[config.mk]
export PLATFORM = sky130hd
export DESIGN_NAME = msk_rnd_xorshift_feeder_flat
export DESIGN_NICKNAME = d
export VERILOG_FILES = /design/src/rtl/msk_rnd_xorshift_feeder_if.sv /design/src/rtl/msk_rnd_xorshift_feeder.sv /design/src/flat_wrapper.sv
export SDC_FILE = /design/constraint.sdc
export NUM_CORES = 1
export LEC_CHECK = 0
export BUFFER_PORTS_ARGS = -buffer_cell sky130_fd_sc_hd__buf_2
export CAP_MARGIN = 30
export CORE_ASPECT_RATIO = 1.4
export CORE_MARGIN = 8
export CORE_UTILIZATION = 30
export CTS_BUF_LIST = sky130_fd_sc_hd__clkbuf_4 sky130_fd_sc_hd__clkbuf_8
export DETAILED_ROUTE_END_ITERATION = 16
export HOLD_SLACK_MARGIN = 0.12
export PLACE_DENSITY = 0.58
export SYNTH_ARGS = -nofsm -noshare
export SYNTH_HDL_FRONTEND = slang
export SYNTH_SLANG_ARGS = --single-unit
[constraint.sdc]
create_clock -name clk -period 1.8 [get_ports clk]
set_input_delay 0.27 -clock clk [delete_from_list [all_inputs] [get_ports clk]]
set_output_delay 0.27 -clock clk [all_outputs]
set_load 0.01 [all_outputs]
[src/rtl/msk_rnd_xorshift_feeder_if.sv]
// Seed and randomness handshake bundle for the xorshift feeder.
// master = feeder side, slave = seed source / randomness consumer side.
interface msk_rnd_xorshift_feeder_if #(
   parameter int RND_W = 64
);
   logic             seed_valid;
   logic             seed_ready;
   logic [127:0]     seed_data;
   logic             rnd_valid;
   logic             rnd_ready;
   logic [RND_W-1:0] rnd_data;
   logic             busy;

   modport master (
      input  seed_valid,
      input  seed_data,
      input  rnd_ready,
      output seed_ready,
      output rnd_valid,
      output rnd_data,
      output busy
   );

   modport slave (
      output seed_valid,
      output seed_data,
      output rnd_ready,
      input  seed_ready,
      input  rnd_valid,
      input  rnd_data,
      input  busy
   );
endinterface

[src/rtl/msk_rnd_xorshift_feeder.sv]
// Reseedable xorshift128 randomness feeder for the masked AES core.
// Warms up after each seed, then packs RND_W/32 steps MSB-first.
module msk_rnd_xorshift_feeder #(
   parameter int RND_W         = 64,
   parameter int WARMUP_CYCLES = 16
) (
   input  logic clk,
   input  logic rst,
   msk_rnd_xorshift_feeder_if.master bus
);
   localparam int NW   = RND_W / 32;
   localparam int MAXC = (WARMUP_CYCLES > NW) ? WARMUP_CYCLES : NW;
   localparam int CW   = $clog2(MAXC + 1);

   localparam logic [1:0] ST_UNSEEDED = 2'd0;
   localparam logic [1:0] ST_WARMUP   = 2'd1;
   localparam logic [1:0] ST_FILL     = 2'd2;
   localparam logic [1:0] ST_FULL     = 2'd3;

   localparam logic [127:0] SEED_DEF =
      128'h075BCD15_159A55E5_1F123BB5_05491333;

   localparam logic [CW-1:0] WARM_LAST =
      CW'((WARMUP_CYCLES > 0) ? WARMUP_CYCLES - 1 : 0);
   localparam logic [CW-1:0] FILL_LAST = CW'(NW - 1);

   logic [1:0]       state_q, state_d;
   logic [CW-1:0]    cnt_q, cnt_d;
   logic [127:0]     gen_q, gen_d;
   logic [RND_W-1:0] buf_q, buf_d;

   logic [31:0]  gx, gy, gz, gw, gt, step_w;
   logic [127:0] gen_step;
   logic         seed_fire;

   assign gx = gen_q[127:96];
   assign gy = gen_q[95:64];
   assign gz = gen_q[63:32];
   assign gw = gen_q[31:0];

   assign gt       = gx ^ (gx << 11);
   assign step_w   = gw ^ (gw >> 19) ^ gt ^ (gt >> 8);
   assign gen_step = {gy, gz, gw, step_w};

   assign bus.seed_ready = (state_q != ST_WARMUP);
   assign bus.rnd_valid  = (state_q == ST_FULL);
   assign bus.busy       = (state_q == ST_WARMUP) |
                           (state_q == ST_FILL);
   assign bus.rnd_data   = buf_q;

   assign seed_fire = bus.seed_valid & bus.seed_ready;

   always_comb begin
      state_d = state_q;
      cnt_d   = cnt_q;
      gen_d   = gen_q;
      buf_d   = buf_q;
      unique case (state_q)
         ST_UNSEEDED: begin
            state_d = ST_UNSEEDED;
         end
         ST_WARMUP: begin
            gen_d = gen_step;
            if (cnt_q == WARM_LAST) begin
               cnt_d   = '0;
               state_d = ST_FILL;
            end else begin
               cnt_d = cnt_q + CW'(1);
            end
         end
         ST_FILL: begin
            gen_d = gen_step;
            buf_d = (buf_q << 32) | RND_W'(step_w);
            if (cnt_q == FILL_LAST) begin
               cnt_d   = '0;
               state_d = ST_FULL;
            end else begin
               cnt_d = cnt_q + CW'(1);
            end
         end
         ST_FULL: begin
            if (bus.rnd_ready) begin
               cnt_d   = '0;
               state_d = ST_FILL;
            end
         end
      endcase
      // A seed overrides any concurrent consumption or fill progress
      if (seed_fire) begin
         gen_d   = (bus.seed_data == '0) ? SEED_DEF : bus.seed_data;
         buf_d   = '0;
         cnt_d   = '0;
         state_d = (WARMUP_CYCLES == 0) ? ST_FILL : ST_WARMUP;
      end
   end

   always_ff @(posedge clk or negedge rst) begin
      if (!rst) begin
         state_q <= ST_UNSEEDED;
         cnt_q   <= '0;
         gen_q   <= '0;
         buf_q   <= '0;
      end else begin
         state_q <= state_d;
         cnt_q   <= cnt_d;
         gen_q   <= gen_d;
         buf_q   <= buf_d;
      end
   end
endmodule

[src/flat_wrapper.sv]
// flat-port wrapper written by rule: the top's interface ports become plain ports
module msk_rnd_xorshift_feeder_flat 
#(
   parameter int RND_W         = 64,
   parameter int WARMUP_CYCLES = 16
)
  (clk, rst, bus_seed_valid, bus_seed_data, bus_rnd_ready, bus_seed_ready, bus_rnd_valid, bus_rnd_data, bus_busy);
  msk_rnd_xorshift_feeder_if #(.RND_W(RND_W)) bus_i ();
  input  logic clk;
  input  logic rst;
  input wire logic [$bits(bus_i.seed_valid)-1:0] bus_seed_valid;
  input wire logic [$bits(bus_i.seed_data)-1:0] bus_seed_data;
  input wire logic [$bits(bus_i.rnd_ready)-1:0] bus_rnd_ready;
  output wire logic [$bits(bus_i.seed_ready)-1:0] bus_seed_ready;
  output wire logic [$bits(bus_i.rnd_valid)-1:0] bus_rnd_valid;
  output wire logic [$bits(bus_i.rnd_data)-1:0] bus_rnd_data;
  output wire logic [$bits(bus_i.busy)-1:0] bus_busy;
  assign bus_i.seed_valid = bus_seed_valid;
  assign bus_i.seed_data = bus_seed_data;
  assign bus_i.rnd_ready = bus_rnd_ready;
  assign bus_seed_ready = bus_i.seed_ready;
  assign bus_rnd_valid = bus_i.rnd_valid;
  assign bus_rnd_data = bus_i.rnd_data;
  assign bus_busy = bus_i.busy;
  msk_rnd_xorshift_feeder #(.RND_W(RND_W), .WARMUP_CYCLES(WARMUP_CYCLES)) u_core (.clk(clk), .rst(rst), .bus(bus_i));
endmodule
==> results of run 1 <==
## worst reg2reg max path, stage by stage, from the launching register on
cell and delay [ns]:
dfrtp_1 0.40, buf_6 0.12, inv_4 0.04, ha_4 0.11, or4b_4 0.47, nand3_4 0.08
a22o_1 0.17, buf_6 0.11, o21bai_1 0.06, o2bb2ai_1 0.12
## path summary, 6_finish.rpt
check                                                    startpoint  cells past startpoint  slack (ns)                             endpoint
worst min register to register  u_core.bus.rnd_data[59]$_DFFE_PN0P_                      2        0.52  u_core.bus.rnd_data[59]$_DFFE_PN0P_
worst max register to register          u_core.cnt_q[1]$_DFFE_PN0P_                      9        0.01          u_core.cnt_q[2]$_DFFE_PN0P_
worst max-delay path                              bus_seed_data[75]                      8       -0.02          u_core.gen_q[0]$_DFFE_PN0P_
max in group asynchronous                                       rst                      3        0.84  u_core.bus.rnd_data[56]$_DFFE_PN0P_
worst min-delay path                             bus_seed_data[109]                      3        0.13        u_core.gen_q[109]$_DFFE_PN0P_
min in group asynchronous                                       rst                      2        0.19  u_core.bus.rnd_data[40]$_DFFE_PN0P_
## repair_timing
| item | CTS | global route |
|---|---|---|
| pin swaps | 2 | 21 |
| resized for setup | 14 | 101 |
| endpoints found under the setup margin | 5 | 75 |
| hold endpoints to repair | 293 | 0 |
| buffers inserted | 5 | 11 |
| gates cloned | 1 | 11 |
| hold buffers | 95 | 0 |
## metrics by stage
stage / power [W] / setup slack (ns)
6_report: 0.03097 / -0.02490
5_1_grt: 0.03270 / -0.05738
4_1_cts: 0.03012 / -0.09347
3_5_place_dp: 0.02646 / -0.5431
3_3_place_gp: 0.02613 / -0.5559
2_1_floorplan: 0.01955 / -0.005905
## power groups by stage
stage / Sequential [W] / Combinational, W / Clock [W]
finish: 0.00849 / 0.0195 / 0.00296
global route: 0.00864 / 0.0209 / 0.00318
floorplan: 0.00792 / 0.0116 / 0
CTS: 0.00843 / 0.0186 / 0.00305
global placement: 0.00844 / 0.0177 / 0
detailed placement: 0.00851 / 0.0180 / 0
## synth_stat cells (6+ instances only)
master | n | area share, %
dfrtp_1 | 199 | 49
mux2i_1 | 172 | 17
nor2_1 | 152 | 5.6
xnor2_1 | 100 | 8.6
nand2_1 | 65 | 2.4
o21ai_0 | 62 | 3.0
a22oi_1 | 55 | 4.0
clkbuf_1 | 35 | 1.3
nor4_1 | 32 | 2.0
buf_2 | 18 | 0.88
a21oi_1 | 17 | 0.83
ha_1 | 8 | 0.98
inv_1 | 8 | 0.29
nand4_1 | 8 | 0.49
a22oi_2 | 6 | 0.74
buf_1 | 6 | 0.22
buf_6 | 6 | 0.66
## metal layers
metal | wire length (um) | share of wire, % | vias to the layer above | global-route usage, %
met2 | 19450 | 50 | 295 | 31.39
met5 | 0 | 0 | - | 0
met1 | 16020 | 41 | 4476 | 22.95
li1 | - | - | 4171 | -
met3 | 2120 | 5.5 | 64 | 3.100
met4 | 1275 | 3.3 | 0 | 7.318
## final cells by class
cell class | instances | area, um2 | area share, %
multi-input combinational | 707 | 5269 | 35.57
clock inverter | 13 | 125.1 | 0.8447
timing repair buffer | 423 | 3571 | 24.11
tap | 451 | 564.3 | 3.810
sequential | 199 | 4980 | 33.62
clock buffer | 19 | 261.5 | 1.766
inverter | 8 | 36.28 | 0.2450
antenna | 2 | 5.005 | 0.03379
## flip-flops by register name (all words and copies together) (netlist names)
name	cells
u_core.gen_q	128
u_core.bus.rnd_data	64
u_core.cnt_q	5
u_core.state_q	2
## cell families after synthesis
kind of cell	share of synthesized area, %
DFF	48.83
buffers and inverters	3.349
muxes	16.99
xor gates and xnor gates	8.931
and+or+nand+nor	11.46
adders and majority gates	0.9815
AOI/OAI and AO/OA	9.459
==> results.tsv, run 1 <==
stage	metric	value	unit
run_status	status	finished, violations left	
run_status	failing checks	negative setup slack	
drt	DRT Pass-1 Iters	5	
yosys	main flop type after synthesis	dfrtp_1	
die	I/O pins	199	
yosys	#FFs+latches synth	199	
die	Die Ht	234.2	um
layout	most common library cell in the layout ignoring fill and taps	dfrtp_1	
yosys	Synth Warn #	0	
global_routing	GRT overflow	0	
global_routing	antenna violations before repair	4	
sta	RSZ-0062 raised after global routing	true	
drt	DRC violations left	0	
sta	Final Skew	0.02043	ns
drt	Routed Antenna Nets	0	
sta	Max Slew Vio Count	0	
sta	fin worst setup slack	-0.02490	ns
sta	final hold slack	0.1251	ns
sta	setup TNS	-0.2774	ns
sta	fin crit period	1.825	ns
cts	CTS tree	done	
layout	most frequent cells in the layout	199 x dfrtp_1, 172 x mux2i_1, 153 x buf_2	
sta	Max Clock Freq	548.0	MHz
critical_path	Crit Path Max Fanout	10	
cts	Root Buffer Master	clkbuf_8	
critical_path	WP buf/inv	3	
sta	Tcrit/Tclk final	101.4	%
critical_path	Top delay family on crit path	buffers and inverters	
cts	Max H-tree Level	4	
yosys	Synth async-reset ratio	100.0	%
critical_path	Critical Path Sink Type	flop	
global_routing	vias in the first global route	9114	
placed_design	dpl cells	1707	
sta	max_slew headroom	67.76	%
worst_hold_path	Hold/Removal Path Class	input port to flop	
critical_path	Startpoint Class	input port	
yosys	Seq/Total Area, Yosys	48.83	%
critical_path	critical path class	input port to flop	
die	initial core utilization	30.14	%
sta	final hold violations	0	
layout	final core utilization	43.78	%
sta	Worst-Margin Slew	0.4837	ns
placed_design	dpl hpwl	28130	um
drt	WL/cell	21.33	um
layout	final net count	1496	
cts	CTS sink count	199	
yosys	Syn Area/Cell	10.43	um2
pwr	Pwr Density	2091	nW/um2
cts	Reg clk slew, reported paths	0.12	ns
yosys	Cell variety after synth	38	
critical_path	worst path cell trace	dlygate4sd3_1 > nor4_2 > nand4_1 > nor4_4 > buf_4 > nand2_4 > buf_6 > a22oi_1	
flow_run	Max-Cap Viols	0	
die	row count	80	
drt	1st-iter DRT viols	811	
critical_path	CP max-delay cell	dlygate4sd3_1	
pwr	part of the power in registers	27.4	%
yosys	EDFF count, synth	0	
cts	TritonCTS Buffers	17	
global_routing	total track usage	18.46	%
layout	fillcell total	3330	
cts	worst skew pair latency	0.52	ns
pwr	Combinational Power Share	63.0	%
placed_design	Port-buffer cells	198	
pwr	Psw	0.01352	W
placed_design	routability cong.	0.8909	
die	chip width	171.8	um
layout	Non-Filler Instances	1822	
die	CORE AREA	33830	um2
placed_design	Placed Area	12820	um2
drt	Vias per Instance	4.943	
yosys	Syn Inst Count	978	
layout	share of layout cells above drive strength 1	31.12	%
critical_path	CP peak stage delay	0.60	ns
pwr	switching share of power	43.65	%
sta	Final setup viols	22	
critical_path	Data required, critical path	2.25	ns
drt	Vias	9006	
pwr	Clk pwr share	9.5	%
yosys	Post-Syn Area	10200	um2
pwr	VDD IR-drop max	0.8991	mV
pwr	Internal Power	0.01745	W
layout	Final Instance Area	14810	um2
cts	clk buf depth	2	
layout	Area Growth Syn to Fin	45.23	%
pwr	P_leak	7.110	nW
yosys	syn_nets	1118	
critical_path	CP arrival	2.27	ns
die	Die ar.	40230	um2
global_routing	first-pass GRT wire length	55540	um
drt	Post-Route WL	38860	um
global_routing	largest net degree at the start of global routing	65	
Power figures use the tool's default switching activity.
==> run 2, diff against run 1 <==
==> constraint.sdc (replaced) <==
create_clock -name clk -period 1.8 [get_ports clk]
set_input_delay 0.09 -clock clk [delete_from_list [all_inputs] [get_ports clk]]
set_output_delay 0.09 -clock clk [all_outputs]
set_load 0.01 [all_outputs]
==> run 2 against run 1 <==
Against the previous run:
- the flow still finishes with violations (negative setup slack)
- clock-buffer cell count is 1 lower
- maximum frequency is 4.2% lower
- sequential power hardly changed
- clock skew is 0.00053 ns higher
- combinational power is 3% higher
- routed wire length is 0.78% higher
- first-iteration DRC count is 21% lower
- hold slack better by 0.19 ns
- final cell count is 0.16% higher
- die area stayed put
- critical endpoint is now u_core.gen_q[69]$_DFFE_PN0P_
==> results.tsv, run 2 (same netlist as run 1, synthesis figures left out) <==
stage	metric	value	unit
run_status	status	finished, violations left	
run_status	failing checks	negative setup slack	
layout	max reg flops	128	
critical_path	RR Endpoint	u_core.gen_q[60]$_DFFE_PN0P_	
sta	Final setup viols	61	
drt	WL/cell	21.46	um
pwr	Combinational Power Share	63.4	%
critical_path	flop2flop setup slack	0.02	ns
placed_design	routability cong.	0.9065	
global_routing	first-pass GRT wire length	55750	um
sta	fin crit period	1.904	ns
pwr	Pwr Density	2091	nW/um2
die	Die Ht	234.2	um
placed_design	dpl ws	-0.2998	ns
cts	CTS tree	done	
critical_path	CP peak stage delay	0.53	ns
cts	Reg clk slew, reported paths	0.12	ns
drt	Post-Route WL	39170	um
global_routing	vias in the first global route	9380	
drt	Routed Antenna Nets	0	
global_routing	total track usage	18.57	%
pwr	part of the power in registers	26.9	%
die	Die ar.	40230	um2
sta	Max Slew Vio Count	0	
pwr	switching share of power	43.49	%
pwr	P_leak	6.856	nW
pwr	total power	0.03155	W
die	row count	80	
critical_path	Crit Path Max Fanout	8	
layout	most common library cell in the layout ignoring fill and taps	dfrtp_1	
placed_design	Placed Area	12450	um2
placed_design	dpl hpwl	27630	um
die	initial core utilization	30.14	%
critical_path	CP max-delay cell	dlygate4sd3_1	
layout	share of layout cells above drive strength 1	30.17	%
sta	Worst-Margin Slew	0.5605	ns
worst_hold_path	Worst Min Path Start	bus_seed_data[55]	
layout	Area Growth Syn to Fin	47.94	%
pwr	Internal Power	0.01783	W
cts	worst skew pair latency	0.51	ns
die	chip width	171.8	um
sta	fin worst setup slack	-0.1043	ns
critical_path	critical path class	input port to flop	
worst_hold_path	hold depth	3	
pwr	VDD IR-drop max	0.9118	mV
layout	fillcell total	3253	
pwr	Clk pwr share	9.8	%
sta	Tcrit/Tclk final	105.8	%
cts	clk buf depth	2	
drt	1st-iter DRT viols	641	
sta	Max Clock Freq	525.1	MHz
die	I/O pins	199	
cts	TritonCTS Buffers	17	
layout	most frequent cells in the layout	199 x dfrtp_1, 167 x mux2i_1, 158 x buf_2	
drt	Vias per Instance	4.959	
flow_run	Max-Cap Viols	0	
die	CORE AREA	33830	um2
pwr	Psw	0.01372	W
layout	Biggest register	u_core.gen_q	
critical_path	RR Startpoint	u_core.state_q[1]$_DFFE_PN0P_	
critical_path	Critical Path Sink Type	flop	
drt	DRC violations left	0	
critical_path	worst path cell trace	dlygate4sd3_1 > buf_2 > nor4_1 > nand4_1 > nor4_4 > nand2_8 > clkbuf_16 > a22oi_2	
placed_design	Port-buffer cells	198	
sta	RSZ-0062 raised after global routing	true	
layout	Non-Filler Instances	1825	
cts	Max H-tree Level	4	
critical_path	Startpoint Class	input port	
worst_hold_path	Hold/Removal Path Class	input port to flop	
layout	final net count	1499	
critical_path	CP arrival	2.33	ns
sta	max_slew headroom	62.29	%
global_routing	GRT overflow	0	
layout	final core utilization	44.60	%
worst_hold_path	hold path endpoint	u_core.gen_q[55]$_DFFE_PN0P_	
critical_path	Reg2Reg Depth	7	
sta	final hold violations	0	
sta	Final Skew	0.02095	ns
layout	Final Instance Area	15090	um2
drt	DRT Pass-1 Iters	5	
cts	Root Buffer Master	clkbuf_8	
drt	Vias	9050	
global_routing	antenna violations before repair	2	
critical_path	Data required, critical path	2.22	ns
global_routing	largest net degree at the start of global routing	77	
placed_design	dpl cells	1667	
cts	CTS sink count	199	
==> run 2: layer usage <==
metal	vias up	wire, um	part of all wire (%)	GRT usage [%]
li1	4169	-	-	-
met3	66	2248	5.7	3.420
met4	0	1576	4.0	8.642
met1	4477	16070	41	22.78
met5	-	0	0	0
met2	338	19280	49	31.11
==> run 2: metrics by stage <==
| stage | TNS, ns | hold slack, ns |
|---|---|---|
| 3_5_place_dp | -16.41 | 0.09095 |
| 2_1_floorplan | -0.1580 | -0.2056 |
| 6_report | -3.666 | 0.3143 |
| 3_3_place_gp | -13.85 | 0.09127 |
| 5_1_grt | -4.921 | 0.3019 |
| 4_1_cts | 0 | 0.2963 |
==> run 2: worst max path at each step <==
| stage | to | from | depth (start not counted) | slack [ns] |
|---|---|---|---|---|
| after CTS | u_core.gen_q[106]$_DFFE_PN0P_ | bus_seed_data[42] | 10 | 0.0007 |
| final | u_core.gen_q[69]$_DFFE_PN0P_ | bus_seed_data[117] | 8 | -0.10 |
| after global placement | u_core.gen_q[122]$_DFFE_PN0P_ | bus_seed_data[0] | 8 | -0.23 |
| after global routing | u_core.gen_q[60]$_DFFE_PN0P_ | bus_seed_data[116] | 8 | -0.13 |
| after floorplan | u_core.gen_q[85]$_DFFE_PN0P_ | u_core.state_q[0]$_DFFE_PN0P_ | 7 | -0.006 |
| after detailed placement | u_core.gen_q[58]$_DFFE_PN0P_ | bus_seed_data[0] | 8 | -0.30 |
==> run 2: final cells by class <==
cell class / instances / area, um2 / share of cell area [%]
Multi-Input combinational cell: 706 / 5490 / 36.39
Sequential cell: 199 / 4980 / 33.00
Timing Repair Buffer: 427 / 3593 / 23.82
Tap cell: 451 / 564.3 / 3.740
Clock buffer: 18 / 247.7 / 1.642
Clock inverter: 14 / 173.9 / 1.153
Inverter: 8 / 33.78 / 0.2239
Antenna cell: 2 / 5.005 / 0.03317
==> run 2: what timing repair did <==
action / 4_1_cts / 5_1_grt
buffers inserted: 6 / 6
hold endpoints to repair: 334 / 10
hold buffers: 132 / 10
cloned: 1 / 8
gates resized for setup: 12 / 120
pin swaps: 3 / 37
setup endpoints to repair: 5 / 118
==> run 2: worst max-delay path, delay by kind of cell <==
family          cells  cell delay [ns]
simple gates        4             1.18
buf+inv             3             0.89
compound gates      1             0.16
==> run 2: power groups by stage <==
| stage | sequential, W | clock (W) | combinational [W] |
|---|---|---|---|
| global route | 0.00863 | 0.00331 | 0.0214 |
| global placement | 0.00842 | 0 | 0.0176 |
| finish | 0.00848 | 0.00309 | 0.0200 |
| floorplan | 0.00792 | 0 | 0.0116 |
| detailed placement | 0.00848 | 0 | 0.0179 |
| CTS | 0.00839 | 0.00317 | 0.0187 |
==> run 3, diff against run 2 <==
--- a/config.mk
+++ b/config.mk
@@ -7,13 +7,15 @@
 export LEC_CHECK = 0
 export BUFFER_PORTS_ARGS = -buffer_cell sky130_fd_sc_hd__buf_2
 export CAP_MARGIN = 30
+export CELL_PAD_IN_SITES_DETAIL_PLACEMENT = 1
+export CELL_PAD_IN_SITES_GLOBAL_PLACEMENT = 1
 export CORE_ASPECT_RATIO = 1.4
 export CORE_MARGIN = 8
 export CORE_UTILIZATION = 30
 export CTS_BUF_LIST = sky130_fd_sc_hd__clkbuf_4 sky130_fd_sc_hd__clkbuf_8
 export DETAILED_ROUTE_END_ITERATION = 16
 export HOLD_SLACK_MARGIN = 0.12
-export PLACE_DENSITY = 0.58
+export PLACE_DENSITY = 0.7
 export SYNTH_ARGS = -nofsm -noshare
 export SYNTH_HDL_FRONTEND = slang
 export SYNTH_SLANG_ARGS = --single-unit
==> run 3 against run 2 <==
Against the previous run:
- the flow still finishes with violations (negative setup slack)
- global-route usage up 1.5 points
- first-iteration DRC count down 8.0%
- critical path depth up 1
- setup slack worse by 0.010 ns
- clock-buffer cell count up 2
- power up 0.74%
- routed wire length up 11%
- combinational power about the same
- register-to-register slack worse by 0.04 ns
- maximum frequency down 0.54%
==> results.tsv, run 3 (same netlist as run 1, synthesis figures left out) <==
stage	metric	value	unit
placed_design	dpl ws	-0.4993	ns
drt	Routed Antenna Nets	0	
placed_design	Port-buffer cells	198	
drt	DRT Pass-1 Iters	5	
cts	worst skew pair latency	0.52	ns
layout	share of layout cells above drive strength 1	29.35	%
cts	Root Buffer Master	clkbuf_8	
flow_run	Max-Cap Viols	0	
pwr	part of the power in registers	27.0	%
cts	Reg clk slew, reported paths	0.11	ns
layout	most frequent cells in the layout	199 x dfrtp_1, 182 x buf_2, 171 x mux2i_1	
layout	most common library cell in the layout ignoring fill and taps	dfrtp_1	
critical_path	Startpoint Class	input port	
layout	final net count	1517	
drt	Vias per Instance	5.058	
sta	final hold violations	0	
layout	Biggest register	u_core.gen_q	
sta	RSZ-0062 raised after global routing	true	
pwr	Pwr Density	2118	nW/um2
pwr	Combinational Power Share	63.5	%
run_status	status	finished, violations left	
global_routing	antenna violations before repair	2	
placed_design	routability cong.	0.9168	
cts	clk buf depth	2	
global_routing	first-pass GRT wire length	60380	um
sta	fin worst setup slack	-0.1147	ns
sta	fin crit period	1.915	ns
sta	Max Slew Vio Count	0	
sta	max_slew headroom	47.39	%
pwr	Psw	0.01411	W
critical_path	Crit Path Max Fanout	11	
placed_design	dpl cells	1658	
drt	DRC violations left	0	
cts	CTS sink count	199	
die	Die Ht	234.2	um
global_routing	largest net degree at the start of global routing	64	
cts	Max H-tree Level	4	
critical_path	CP arrival	2.34	ns
sta	Final setup viols	57	
pwr	Internal Power	0.01768	W
critical_path	critical path class	input port to flop	
pwr	P_leak	6.894	nW
sta	Tcrit/Tclk final	106.4	%
layout	Area Growth Syn to Fin	47.15	%
die	initial core utilization	30.14	%
pwr	switching share of power	44.39	%
drt	Vias	9317	
die	I/O pins	199	
sta	setup TNS	-1.834	ns
global_routing	total track usage	20.04	%
sta	Final Skew	0.01947	ns
cts	TritonCTS Buffers	17	
critical_path	Data required, critical path	2.23	ns
die	chip width	171.8	um
die	CORE AREA	33830	um2
global_routing	vias in the first global route	9788	
sta	Max Clock Freq	522.3	MHz
worst_hold_path	Hold/Removal Path Class	input port to flop	
drt	WL/cell	23.53	um
cts	CTS tree	done	
placed_design	dpl hpwl	29500	um
layout	max reg flops	128	
drt	Post-Route WL	43350	um
sta	Worst-Margin Slew	0.7826	ns
pwr	total power	0.03179	W
pwr	Clk pwr share	9.5	%
global_routing	GRT overflow	0	
pwr	VDD IR-drop max	1.055	mV
run_status	failing checks	negative setup slack	
die	Die ar.	40230	um2
die	row count	80	
layout	Non-Filler Instances	1842	
drt	1st-iter DRT viols	590	
critical_path	Critical Path Sink Type	flop	
-- run 3: worst max-delay path: stages --
cell           delay (ns)
dlygate4sd3_1        0.54
buf_2                0.14
nor4_1               0.36
nand4_1              0.20
nor4_4               0.28
buf_4                0.23
nand2_8              0.10
clkbuf_16            0.18
a22oi_1              0.21
-- run 3: power by group through the flow --
stage,sequential [W],combinational [W],clock [W]
final,0.00859,0.0202,0.00301
after global placement,0.00846,0.0175,0
after floorplan,0.00792,0.0116,0
after global routing,0.00874,0.0215,0.00321
after detailed placement,0.00857,0.0180,0
after CTS,0.00849,0.0183,0.00307
-- run 3: worst paths after layout --
kind                                                startpoint                             endpoint  slack (ns)  cells after the start
setup / recovery                             bus_seed_data[79]        u_core.gen_q[111]$_DFFE_PN0P_       -0.11                      9
min in group asynchronous                                  rst         u_core.gen_q[15]$_DFFE_PN0P_        0.64                      3
setup reg to reg                 u_core.state_q[0]$_DFFE_PN0P_          u_core.cnt_q[3]$_DFFE_PN0P_       -0.02                      8
hold reg to reg            u_core.bus.rnd_data[43]$_DFFE_PN0P_  u_core.bus.rnd_data[43]$_DFFE_PN0P_        0.52                      2
max in group asynchronous                                  rst         u_core.gen_q[30]$_DFFE_PN0P_        0.10                      4
hold / removal                               bus_seed_data[32]         u_core.gen_q[32]$_DFFE_PN0P_        0.13                      3
-- run 3: layout make-up --
cell class / instances / area [um2]
diodes: 1 / 2.502
clock buffers: 20 / 262.8
clock inverters: 12 / 130.1
fillers: 3794 / 18830
inverters: 8 / 33.78
multi-input cells: 707 / 5303
flip-flops and latches: 199 / 4980
well taps: 451 / 564.3
repair buffers: 444 / 3731
-- run 3: layer usage --
metal / vias up / wire, um / GRT usage (%)
met5: - / 10 / 0
met4: 2 / 2127 / 8.777
met3: 97 / 2125 / 3.352
met2: 302 / 22060 / 34.94
met1: 4703 / 17030 / 23.85
li1: 4213 / - / -
-- run 3: through the flow --
step           util (%)  cell area [um2]  hold WS [ns]
2_1_floorplan         -            10200       -0.2056
3_3_place_gp      36.76            12440        0.1191
3_5_place_dp      36.76            12440        0.1274
4_1_cts           41.99            14200        0.2500
5_1_grt           44.36            15010        0.1500
6_report          44.36            15010        0.1341
-- run 3: repair_timing --
action | in CTS | in global routing
gates cloned | 0 | 15
hold buffers | 133 | 3
setup endpoints to repair | 27 | 110
pin swaps | 3 | 15
buffers inserted | 4 | 12
hold endpoints to repair | 333 | 3
gates resized for setup | 5 | 78
